==> src/rtl/pdu_input_sync.sv <==
// Switch/button synchroniser, debouncer and event arbiter for the PDU.
// Define PDU_DEBOUNCE_EN to include the debounce counters.
module pdu_input_sync #(
    parameter int DEBOUNCE_CYCLES = 1000000,
    parameter int CNT_W           = 20
) (
    input  logic        clk,
    input  logic        rst,
    input  logic [15:0] sw,
    input  logic        btn_del,
    input  logic        btn_set,
    output logic [3:0]  hex,
    output logic        add,
    output logic        del,
    output logic        set
);

    typedef enum logic {INIT, RUN} state_t;

    state_t      state;
    logic [1:0]  init_cnt;
    logic [17:0] raw;
    logic [17:0] s1;
    logic [17:0] s2;
    logic [17:0] stable;
    logic [17:0] pend;
    logic [17:0] hit;
    logic [17:0] ev;
    logic [17:0] grant;
    logic [3:0]  sel;

    assign raw = {btn_set, btn_del, sw};

`ifdef PDU_DEBOUNCE_EN
    localparam logic [CNT_W-1:0] CNT_MAX = CNT_W'(DEBOUNCE_CYCLES - 1);

    logic [CNT_W-1:0] cnt [18];

    always_comb begin
        for (int i = 0; i < 18; i++) begin
            hit[i] = (s2[i] != stable[i]) && (cnt[i] == CNT_MAX);
        end
    end

    always_ff @(posedge clk or negedge rst) begin
        if (!rst) begin
            for (int i = 0; i < 18; i++) begin
                cnt[i] <= '0;
            end
        end else begin
            for (int i = 0; i < 18; i++) begin
                if (state == INIT || s2[i] == stable[i] || hit[i]) begin
                    cnt[i] <= '0;
                end else begin
                    cnt[i] <= cnt[i] + 1'b1;
                end
            end
        end
    end
`else
    assign hit = s2 ^ stable;
`endif

    // Buttons only report presses; switches report both directions.
    assign ev = {hit[17:16] & s2[17:16], hit[15:0]};

    always_comb begin
        sel   = '0;
        grant = '0;
        for (int i = 15; i >= 0; i--) begin
            if (pend[i]) begin
                sel = 4'(i);
            end
        end
        priority case (1'b1)
            pend[17]:       grant[17]  = 1'b1;
            pend[16]:       grant[16]  = 1'b1;
            (|pend[15:0]):  grant[sel] = 1'b1;
            default:        grant      = '0;
        endcase
    end

    always_ff @(posedge clk or negedge rst) begin
        if (!rst) begin
            state    <= INIT;
            init_cnt <= '0;
            s1       <= '0;
            s2       <= '0;
            stable   <= '0;
            pend     <= '0;
            hex      <= '0;
            add      <= 1'b0;
            del      <= 1'b0;
            set      <= 1'b0;
        end else begin
            s1  <= raw;
            s2  <= s1;
            add <= 1'b0;
            del <= 1'b0;
            set <= 1'b0;
            if (state == INIT) begin
                stable   <= s2;
                pend     <= '0;
                init_cnt <= init_cnt + 1'b1;
                if (init_cnt == 2'd2) begin
                    state <= RUN;
                end
            end else begin
                stable <= stable ^ hit;
                pend   <= (pend & ~grant) | ev;
                set    <= grant[17];
                del    <= grant[16];
                add    <= |grant[15:0];
                if (|grant[15:0]) begin
                    hex <= sel;
                end
            end
        end
    end

endmodule
==> config.mk <==
export PLATFORM = sky130hd
export DESIGN_NAME = pdu_input_sync
export DESIGN_NICKNAME = d
export VERILOG_FILES = /design/src/rtl/pdu_input_sync.sv
export SDC_FILE = /design/constraint.sdc
export NUM_CORES = 1
export LEC_CHECK = 0
export ABC_CLOCK_PERIOD_IN_PS = 4400
export BUFFER_PORTS_ARGS = -buffer_cell sky130_fd_sc_hd__clkbuf_2
export CORE_MARGIN = 8
export CORE_UTILIZATION = 55
export CTS_CLUSTER_DIAMETER = 120
export DETAILED_ROUTE_END_ITERATION = 16
export GPL_TIMING_DRIVEN = 0
export PLACE_DENSITY_LB_ADDON = 0.1
export SLEW_MARGIN = 5
export SYNTH_ARGS = -nofsm -noshare
export SYNTH_HDL_FRONTEND = slang
export SYNTH_SLANG_ARGS = --single-unit
export TNS_END_PERCENT = 10
==> constraint.sdc <==
create_clock -name clk -period 4.4 [get_ports clk]
set_clock_uncertainty 0.2 [all_clocks]
set_input_delay 0.66 -clock clk [delete_from_list [all_inputs] [get_ports clk]]
set_output_delay 0.66 -clock clk [all_outputs]
set_load 0.02 [all_outputs]
# Yosys cells after proc, flatten, opt, wreduce, memory -nomap -nowiden
# Cells that the tools add are included.
dict set report word_totals {
  register_bits 82
  latchBits 0
  ramBits 0
  mem_bits_ro 0
  input_bits 20
  output_inout_bits 7
  elab_cells 55
  memories 0
}
dict set report op_classes {
  n_addsub 1
  n_mul 0
  div_mod_pow 0
  order_cmp 2
  n_eq_ne 1
  shifts 0
  mux 31
  bitwise 6
  n_reduce_logical 4
}
# op n
set ops {}
lappend ops {{$mux 4} 16}
lappend ops {{$mux 16} 3}
lappend ops {{$mux 18} 2}
lappend ops {{$xor 18x18->18} 2}
lappend ops {{$reduce_or 16->1} 2}
lappend ops {{$and 18x18->18} 1}
lappend ops {{$not 18->18} 1}
lappend ops {{$or 18x18->18} 1}
lappend ops {{$mux 1} 9}
lappend ops {{$lt 4x6->1 const B} 1}
lappend ops {{$demux 1 s4} 1}
lappend ops {{$ge 4x1->1 const B} 1}
lappend ops {{$add 2x1->2 const B} 1}
lappend ops {{$and 2x2->2} 1}
lappend ops {{$eq 2x2->1 const B} 1}
lappend ops {{$reduce_and 2->1} 1}
lappend ops {{$logic_and 1x1->1} 1}

# Longest topological paths before layout
# Gate-level depths: netlist (run 1).
dict set report depth {
  word_depth 27
  depth_mapped 5
  mapped_depth_nobuf 5
}

# Worst setup path before layout (run 1)
# OpenSTA, ideal clock, no wires.
dict set report synth_path {
  path_kind {register to register}
  from {register pend[0]}
  to {register pend[7]}
  setup_ps 143
  t_arrival_ps 1577
  t_required_ps 4057
  slack_ps 2480
  path_stages_with_launch 6
  n_path_buf 0
  synth_period_minus_slack_ps 1920
  cell_sequence {dfrtp_1 -> or4_4 -> o32ai_1 -> a21oi_2 -> a211oi_2 -> a31oi_1}
}
dict set report synth_via {
  elab_chain_len 12
  word_cells_on_any_way 14
  cone_classes {order compare (2); mux (7); bitwise (3); reduce/logical (2)}
}
# element line
set synth_rtl {}
lappend synth_rtl {{from (decl)} 26} ;# logic [17:0] pend;
lappend synth_rtl {{from (signal assigned)} 110} ;# pend <= (pend & ~grant) | ev;
lappend synth_rtl {{$mux 4} 71} ;# if (pend[i]) begin
lappend synth_rtl {{$lt 4x6->1 (implied by the code) or $ge 4x1->1 (tied branches)} 78} ;# (|pend[15:0]): grant[sel] = 1'b1;
lappend synth_rtl {{$logic_and 1x1->1 (implied by the code)} 78}
lappend synth_rtl {{$mux 1 (implied by the code)} 78}
lappend synth_rtl {{$demux 1 s4} 78}
lappend synth_rtl {{$mux 16 (*) (3 in a row)} 75} ;# priority case (1'b1)
lappend synth_rtl {{$not 18->18 (*)} 110}
lappend synth_rtl {{$and 18x18->18 (*)} 110}
lappend synth_rtl {{$or 18x18->18 (*)} 110}
lappend synth_rtl {{$mux 18 (*)} 101} ;# if (state == INIT) begin
# Every way passes the cells marked *; elsewhere a longest branch is shown, timed or not.
# A chain may end at the register's enable or synchronous reset.

# Worst setup path after layout (run 1)
dict set report layout_path {
  from {register pend[0]}
  to {register pend[11]}
}
# Same word-level chain as after synthesis.

==> parameters.txt, run 1 <==
Parameter                              Value

Clock tree
  Register clock-pin slew on the reported worst setup and hold paths ... 0.07 ns
  Cell chosen for the clock root ... clkbuf_8
  Clk sink count ... 82
  TritonCTS Buffers ... 9
  Hold bufs inserted after CTS ... 0
  CTS H-tree lvls ... 3
  Post-cts resize count ... 0
  Worst skew pair latency ... 0.34 ns
  Number of buffers on the longest clock path ... 2
  Number of post-CTS setup repair buffers ... 0
  CTS tree ... built

Pwr
  Sequential fraction of design power ... 53.1%
  Power spent charging and discharging nets ... 363 uW
  Leakage power figure ... 0.00152 uW
  Net switching fraction of the power ... 22.9%
  Cell area power density ... 460 nW/um^2
  Max IR drop VDD ... 0.246 mV
  Combinational fraction of design power ... 9.9%
  Int Power ... 1220 uW
  Clock Power Share ... 37.1%

Synthesis
  Asr flop ratio synth ... 100%
  Top post-synthesis cells by count ... dfrtp_1, clkbuf_1, nand2_1
  Syn Inst Count ... 228
  Count of flip-flops with a built-in enable after synthesis ... 0
  Synthesized net count ... 250
  Unique masters post-synth ... 40
  Number of warnings printed during yosys synthesis ... 0
  Top cell type's share of synthesized area ... 68.8%
  Synth top area cells ... dfrtp_1, xnor2_1, nand2b_1
  Leading area contributor after synthesis ... dfrtp_1
  Sequential cell area fraction in the yosys report ... 68.8%
  Synth Cell Area ... 2980 um^2
  Cell with the most instances after synthesis ... dfrtp_1
  Synthesis-stage register bit count ... 82
  Commonest register cell after synthesis ... dfrtp_1
  Mapped Avg Cell Area ... 13.1 um^2

GRT
  Largest net degree at the start of global routing ... 66
  Antenna violations before repair ... 0
  Via count of the first global-routing pass ... 1805
  Global route total overflow ... 0
  First-pass GRT wire length ... 8360 um
  Global-route usage over all layers ... 14.2%

Floorplanning
  Full die area ... 8030 um^2
  Site Rows ... 27
  Effective utilization at floorplan ... 55.5%
  Total I/O pin count ... 27
  Die Wd ... 89.6 um
  Die Span Y ... 89.6 um
  Placeable Area ... 5370 um^2

STA
  Number of hold violations in the final report ... 0
  Peak Freq ... 443 MHz
  Worst hold-check slack ... 0.0186 ns
  Setup TNS after final layout ... 0 ns
  Final Setup Violations ... 0
  Tightest Pin Transition ... 0.695 ns
  Worst relative slew slack ... 53.2%
  Period utilization ... 51.3%
  Setup repair after global routing missed its margin ... false
  Total count of max-transition violations in the final report ... 0
  Post-route minimum period ... 2.26 ns

Setup path
  Type of element capturing the critical path ... register
  Delay of the slowest cell on the worst path ... 0.57 ns
  Slowest stage cell on the critical path ... or4_4
  Biggest fanout along the worst timing path ... 8
  Worst-path cell chain ... or4_4, o32ai_1, a21oi_2, a211oi_2, a31oi_1
  Crit path DAT ... 2.26 ns
  Length in cells of the worst reg-to-reg path ... 5
  Setup crit start kind ... register
  Critical Path RT ... 4.40 ns
  Type of the worst setup path ... reg2reg

Routing
  Detailed Route Iter0 Violations ... 96
  Wire length per cell after detailed routing ... 14.0 um
  Antenna Nets Post-Route ... 0
  Routed via count ... 1731
  DRC violation count after routing ... 0
  Via density ... 5.06
  Post-Route WL ... 4780 um
  First-pass iteration count of the detailed router ... 4

Placement
  Count of input and output buffers ... 26
  GPL Wtd Cong ... 0.846
  Sum of net half-perimeters after detailed placement ... 3330 um
  Placed insts ... 327

Worst hold path
  Min-delay worst type ... in2async

Run
  Max-cap viol count ... 0

Cells and area
  Final Net Count ... 288
  Fraction of layout cells with a size suffix above 1 ... 20.7%
  Area growth, synth to finish ... 15.7%
  Final std cells w/o fill ... 342
  Antenna cell count ... 0

Status
  Outcome ... complete, no violations
==> worst paths after layout <==
kind / start / endpoint / slack [ns]
min in group clk: s1[10]$_DFF_PN0_ / s2[10]$_DFF_PN0_ / 0.15
worst min register to register: s1[10]$_DFF_PN0_ / s2[10]$_DFF_PN0_ / 0.15
max in group asynchronous: rst / pend[16]$_DFF_PN0_ / 3.40
worst max register to register: pend[0]$_DFF_PN0_ / pend[11]$_DFF_PN0_ / 2.14
worst min-delay path: rst / state$_DFF_PN0_ / 0.02
worst max-delay path: pend[0]$_DFF_PN0_ / pend[11]$_DFF_PN0_ / 2.14
==> critical path, delay by kind of cell, from the launching register on <==
family | cells | cell delay [ns]
AND/OR/NAND/NOR | 1 | 0.57
flip-flops | 1 | 0.47
AO/OA/AOI/OAI | 4 | 0.88
==> layer usage <==
layer  up-vias  part of all wire (%)  GRT usage (%)
met5         -                     0              0
met4         0                   2.4           8.16
met3        10                   4.5           3.73
met2        30                    45           22.2
met1       852                    48           17.5
li1        839                     -              -
==> logic make-up (layout without fill, tap and decap cells) <==
family,Yosys count,after routing,share of synthesized area [%]
AO/OA/AOI/OAI,40,40,10.3
XOR/XNOR,18,18,5.29
adder cells (fa/ha/maj),2,2,0.839
buffers and inverters,29,71,3.78
flip-flops,82,82,68.8
multiplexers,3,3,1.13
AND/OR/NAND/NOR,54,54,9.86
==> sequential cells by signal (all words and copies together), names as in the netlist <==
name	cells
stable	18
init_cnt	2
del	1
pend	18
state	1
s1	18
set	1
s2	18
add	1
hex	4
==> metrics by stage <==
stage	instance area, um^2	setup WS [ns]	util, %	total power (uW)
after floorplan	2980	2.48	-	950
after global placement	3200	1.70	59.6	1010
after detailed placement	3230	2.16	60.2	1020
after CTS	3450	2.14	64.2	1610
after global routing	3450	2.04	64.2	1660
final	3450	2.14	64.2	1590
==> power by group through the flow <==
stage          combinational (uW)  clock [uW]  sequential [uW]
5_1_grt                       176         639              848
3_3_place_gp                  152           0              856
6_report                      157         588              842
4_1_cts                       161         605              843
3_5_place_dp                  159           0              859
2_1_floorplan                80.2           0              870
==> layout make-up <==
cell class | instances | area, um^2
Clock inverter | 2 | 60.1
Clock buffer | 13 | 159
Sequential cell | 82 | 2050
Multi-Input combinational cell | 117 | 817
Timing Repair Buffer | 27 | 160
Buffer | 20 | 78.8
Fill cell | 419 | 1920
Tap cell | 72 | 90.1
Inverter | 9 | 33.8
==> layout by cell type, fill, tap and decap left out, types with 2 or more instances in the layout <==
| master | n |
|---|---|
| xor2_1 | 3 |
| o31ai_1 | 2 |
| o311a_1 | 2 |
| nor4_2 | 2 |
| a21boi_0 | 4 |
| clkbuf_8 | 11 |
| a31oi_1 | 7 |
| ha_1 | 2 |
| nor4_1 | 3 |
| a41oi_1 | 4 |
| nand2_1 | 16 |
| a21oi_1 | 5 |
| o21ai_0 | 4 |
| nor2_1 | 10 |
| o21a_1 | 2 |
| dfrtp_1 | 82 |
| and2_1 | 2 |
| a21o_2 | 2 |
| xnor2_1 | 15 |
| inv_1 | 9 |
| nand2b_1 | 12 |
| bufinv_16 | 2 |
| clkbuf_2 | 25 |
| clkbuf_1 | 21 |
| mux2_2 | 3 |
No activity file was read; power rests on OpenSTA's default activity.
==> run 2: changes to the inputs <==
--- a/config.mk
+++ b/config.mk
@@ -5,10 +5,10 @@
 export SDC_FILE = /design/constraint.sdc
 export NUM_CORES = 1
 export LEC_CHECK = 0
-export ABC_CLOCK_PERIOD_IN_PS = 4400
+export ABC_CLOCK_PERIOD_IN_PS = 1900
 export BUFFER_PORTS_ARGS = -buffer_cell sky130_fd_sc_hd__clkbuf_2
 export CORE_MARGIN = 8
-export CORE_UTILIZATION = 55
+export CORE_UTILIZATION = 52
 export CTS_CLUSTER_DIAMETER = 120
 export DETAILED_ROUTE_END_ITERATION = 16
 export GPL_TIMING_DRIVEN = 0
==> constraint.sdc (replaced) <==
create_clock -name clk -period 1.9 [get_ports clk]
set_clock_uncertainty 0.2 [all_clocks]
set_input_delay 0.285 -clock clk [delete_from_list [all_inputs] [get_ports clk]]
set_output_delay 0.285 -clock clk [all_outputs]
set_load 0.02 [all_outputs]
==> parameters.txt, run 2 (synthesized netlist as in run 1, its figures left out) <==
Parameter                              Value

Routing
  Routed via count ... 1854 (+7.1%)
  Via density ... 5.02 (-0.73%)
  Wire length per cell after detailed routing ... 14.1 um (+1.1%)
  Detailed Route Iter0 Violations ... 91 (-5.2%)
  Metal2 WL ... 2480 um (+16%)
  Wire length on met1 ... 2410 um (+3.9%)
  DRC violation count after routing ... 0 (unchanged)
  Antenna Nets Post-Route ... 0 (unchanged)
  First-pass iteration count of the detailed router ... 4 (unchanged)
  Top Layer Used ... met4
  Post-Route WL ... 5220 um (+9.0%)
  Routed wire length on met3 ... 217 um (+0.46%)

Clock tree
  CTS H-tree lvls ... 3 (unchanged)
  CTS tree ... built
  Register clock-pin slew on the reported worst setup and hold paths ... 0.09 ns (+0.02 ns)
  Cell chosen for the clock root ... clkbuf_8
  Number of buffers on the longest clock path ... 2 (unchanged)
  TritonCTS Buffers ... 9 (unchanged)
  Worst skew pair latency ... 0.34 ns (about the same)
  Clk sink count ... 82 (unchanged)

STA
  Period utilization ... 106% (+54 points)
  Post-route minimum period ... 2.01 ns (-0.248 ns)
  Final critical-path setup slack ... -0.109 ns (-2.25 ns)
  Final Setup Violations ... 10 (+10)
  Number of hold violations in the final report ... 0 (unchanged)
  Peak Freq ... 498 MHz (+12%)
  Total count of max-transition violations in the final report ... 0 (unchanged)
  Tightest Pin Transition ... 0.576 ns (-0.120 ns)
  Setup repair after global routing missed its margin ... true
  Worst relative slew slack ... 61.3% (+8.1 points)

Pwr
  Clock Power Share ... 34.4% (-2.7 points)
  Net switching fraction of the power ... 25.6% (+2.8 points)
  Max IR drop VDD ... 0.585 mV (+140%)
  Sequential fraction of design power ... 53.2% (about the same)
  Power spent charging and discharging nets ... 942 uW (+160%)
  Int Power ... 2730 uW (+120%)
  Cell area power density ... 961 nW/um^2 (+110%)
  Combinational fraction of design power ... 12.4% (+2.5 points)
  Leakage power figure ... 0.00170 uW (+11%)

Placement
  Sum of net half-perimeters after detailed placement ... 3380 um (+1.5%)
  Count of input and output buffers ... 26 (unchanged)
  GPL Wtd Cong ... 0.829 (-2.0%)
  Post-placement setup slack ... -0.261 ns (-2.42 ns)

Cells and area
  Antenna cell count ... 0 (unchanged)
  Area growth, synth to finish ... 28.2%
  Most common library cell in the layout ignoring fill and taps ... dfrtp_1
  Commonest cells after routing, fill and taps aside ... dfrtp_1, clkbuf_2, clkbuf_1, dlygate4sd3_1, nand2_1
  Final design utilization ... 69.0% (+4.7 points)
  Final Net Count ... 314 (+9.0%)
  Fraction of layout cells with a size suffix above 1 ... 26.3% (+5.5 points)

Setup path
  Critical Path RT ... 1.92 ns (-2.48 ns)
  R2R Setup Slk ... -0.11 ns (-2.25 ns)
  Source of the critical timing path ... pend[0]$_DFF_PN0_
  End point of the critical path ... pend[15]$_DFF_PN0_
  Type of element capturing the critical path ... register
  Endpoint of the most critical register-to-register path ... pend[15]$_DFF_PN0_
  Length in cells of the worst reg-to-reg path ... 5 (unchanged)
  Type of the worst setup path ... reg2reg
  Crit path DAT ... 2.02 ns (-0.24 ns)
  Setup crit start kind ... register
  FF-to-FF Start ... pend[0]$_DFF_PN0_
  Biggest fanout along the worst timing path ... 3 (-5)

Floorplanning
  Site Rows ... 27 (unchanged)
  Full die area ... 8410 um^2 (+4.7%)
  Total I/O pin count ... 27 (unchanged)
  Die Span Y ... 91.7 um (+2.3%)
  Effective utilization at floorplan ... 53.8% (-1.7 points)
  Die Wd ... 91.7 um (+2.3%)
  Placeable Area ... 5540 um^2 (+3.1%)

Run
  Max-cap viol count ... 0 (unchanged)

GRT
  Largest net degree at the start of global routing ... 57 (-14%)
  Via count of the first global-routing pass ... 1891 (+4.8%)
  Global-route usage over all layers ... 13.5% (-0.74 points)
  Antenna violations before repair ... 0 (unchanged)
  Global route total overflow ... 0 (unchanged)
  First-pass GRT wire length ... 8910 um (+6.6%)

Status
  Outcome ... finished with violations
  Failing checks ... setup timing

Worst hold path
  Min-delay worst type ... reg2reg
[run 2: cell count changes in the layout (fill, tap and decap cells not counted), moves of 2 or more]
cell / previous run / this run
a21oi_4: 0 / 2
buf_4: 1 / 8
clkbuf_1: 21 / 19
clkinv_2: 0 / 2
dfrtp_1: 82 / 78
dfrtp_2: 0 / 4
dlygate4sd3_1: 0 / 19
nor4_1: 3 / 1
nor4_4: 0 / 3
[run 2: worst min-delay path by stage]
| stage | from | to | slack [ns] | cells after the start |
|---|---|---|---|---|
| after floorplan | rst | add$_DFF_PN0_ | -0.21 | 0 |
| after global placement | s1[6]$_DFF_PN0_ | s2[6]$_DFF_PN0_ | 0.13 | 0 |
| after detailed placement | rst | set$_DFF_PN0_ | 0.06 | 1 |
| after CTS | s1[9]$_DFF_PN0_ | s2[9]$_DFF_PN0_ | 0.15 | 0 |
| after global routing | s1[2]$_DFF_PN0_ | s2[2]$_DFF_PN0_ | 0.16 | 0 |
| final | s1[11]$_DFF_PN0_ | s2[11]$_DFF_PN0_ | 0.15 | 0 |
[run 2: area by class of cell]
class | count | area, um^2
Sequential cell | 82 | 2060
Inverter | 9 | 33.8
Clock inverter | 6 | 65.1
Multi-Input combinational cell | 117 | 956
Timing Repair Buffer | 53 | 403
Fill cell | 428 | 1720
Clock buffer | 10 | 138
Tap cell | 72 | 90.1
Buffer | 20 | 78.8
[run 2: critical path, cell delays in order, from the launching register on]
cell and delay, ns:
dfrtp_2 0.43, or4_4 0.56, nor3_4 0.21, a21oi_4 0.10, a211oi_4 0.26, a31oi_1 0.12
[run 2: what timing repair did]
item                       CTS  global route
setup buffers                5             2
gates resized for setup     14             8
hold endpoints to repair    44             0
setup endpoints to repair   16            15
cloned                       0             0
pin swaps                    7             9
hold buffers                19             0
[run 2: stage by stage]
stage | cells | power, uW | hold WS (ns) | area (um^2) | TNS, ns
floorplan | 228 | 2200 | -0.211 | 2990 | -0.000597
global placement | 326 | 2340 | 0.132 | 3210 | -37.51
detailed placement | 327 | 2360 | 0.0590 | 3240 | -2.35
CTS | 367 | 3700 | 0.154 | 3760 | -1.48
global route | 369 | 3840 | 0.158 | 3820 | -1.54
finish | 369 | 3670 | 0.151 | 3820 | -0.647
[run 2: routing by layer]
layer  vias to the layer above  global-route usage, %
li1                        887                      -
met1                       921                   16.5
met2                        37                   20.7
met3                         9                   3.83
met4                         0                   8.19
met5                         -                      0
[run 2: power groups by stage]
stage	sequential (uW)	clock (uW)	combinational [uW]
finish	1950	1260	454
global route	1980	1360	506
CTS	1960	1290	450
detailed placement	1990	0	369
global placement	1980	0	357
floorplan	2020	0	187
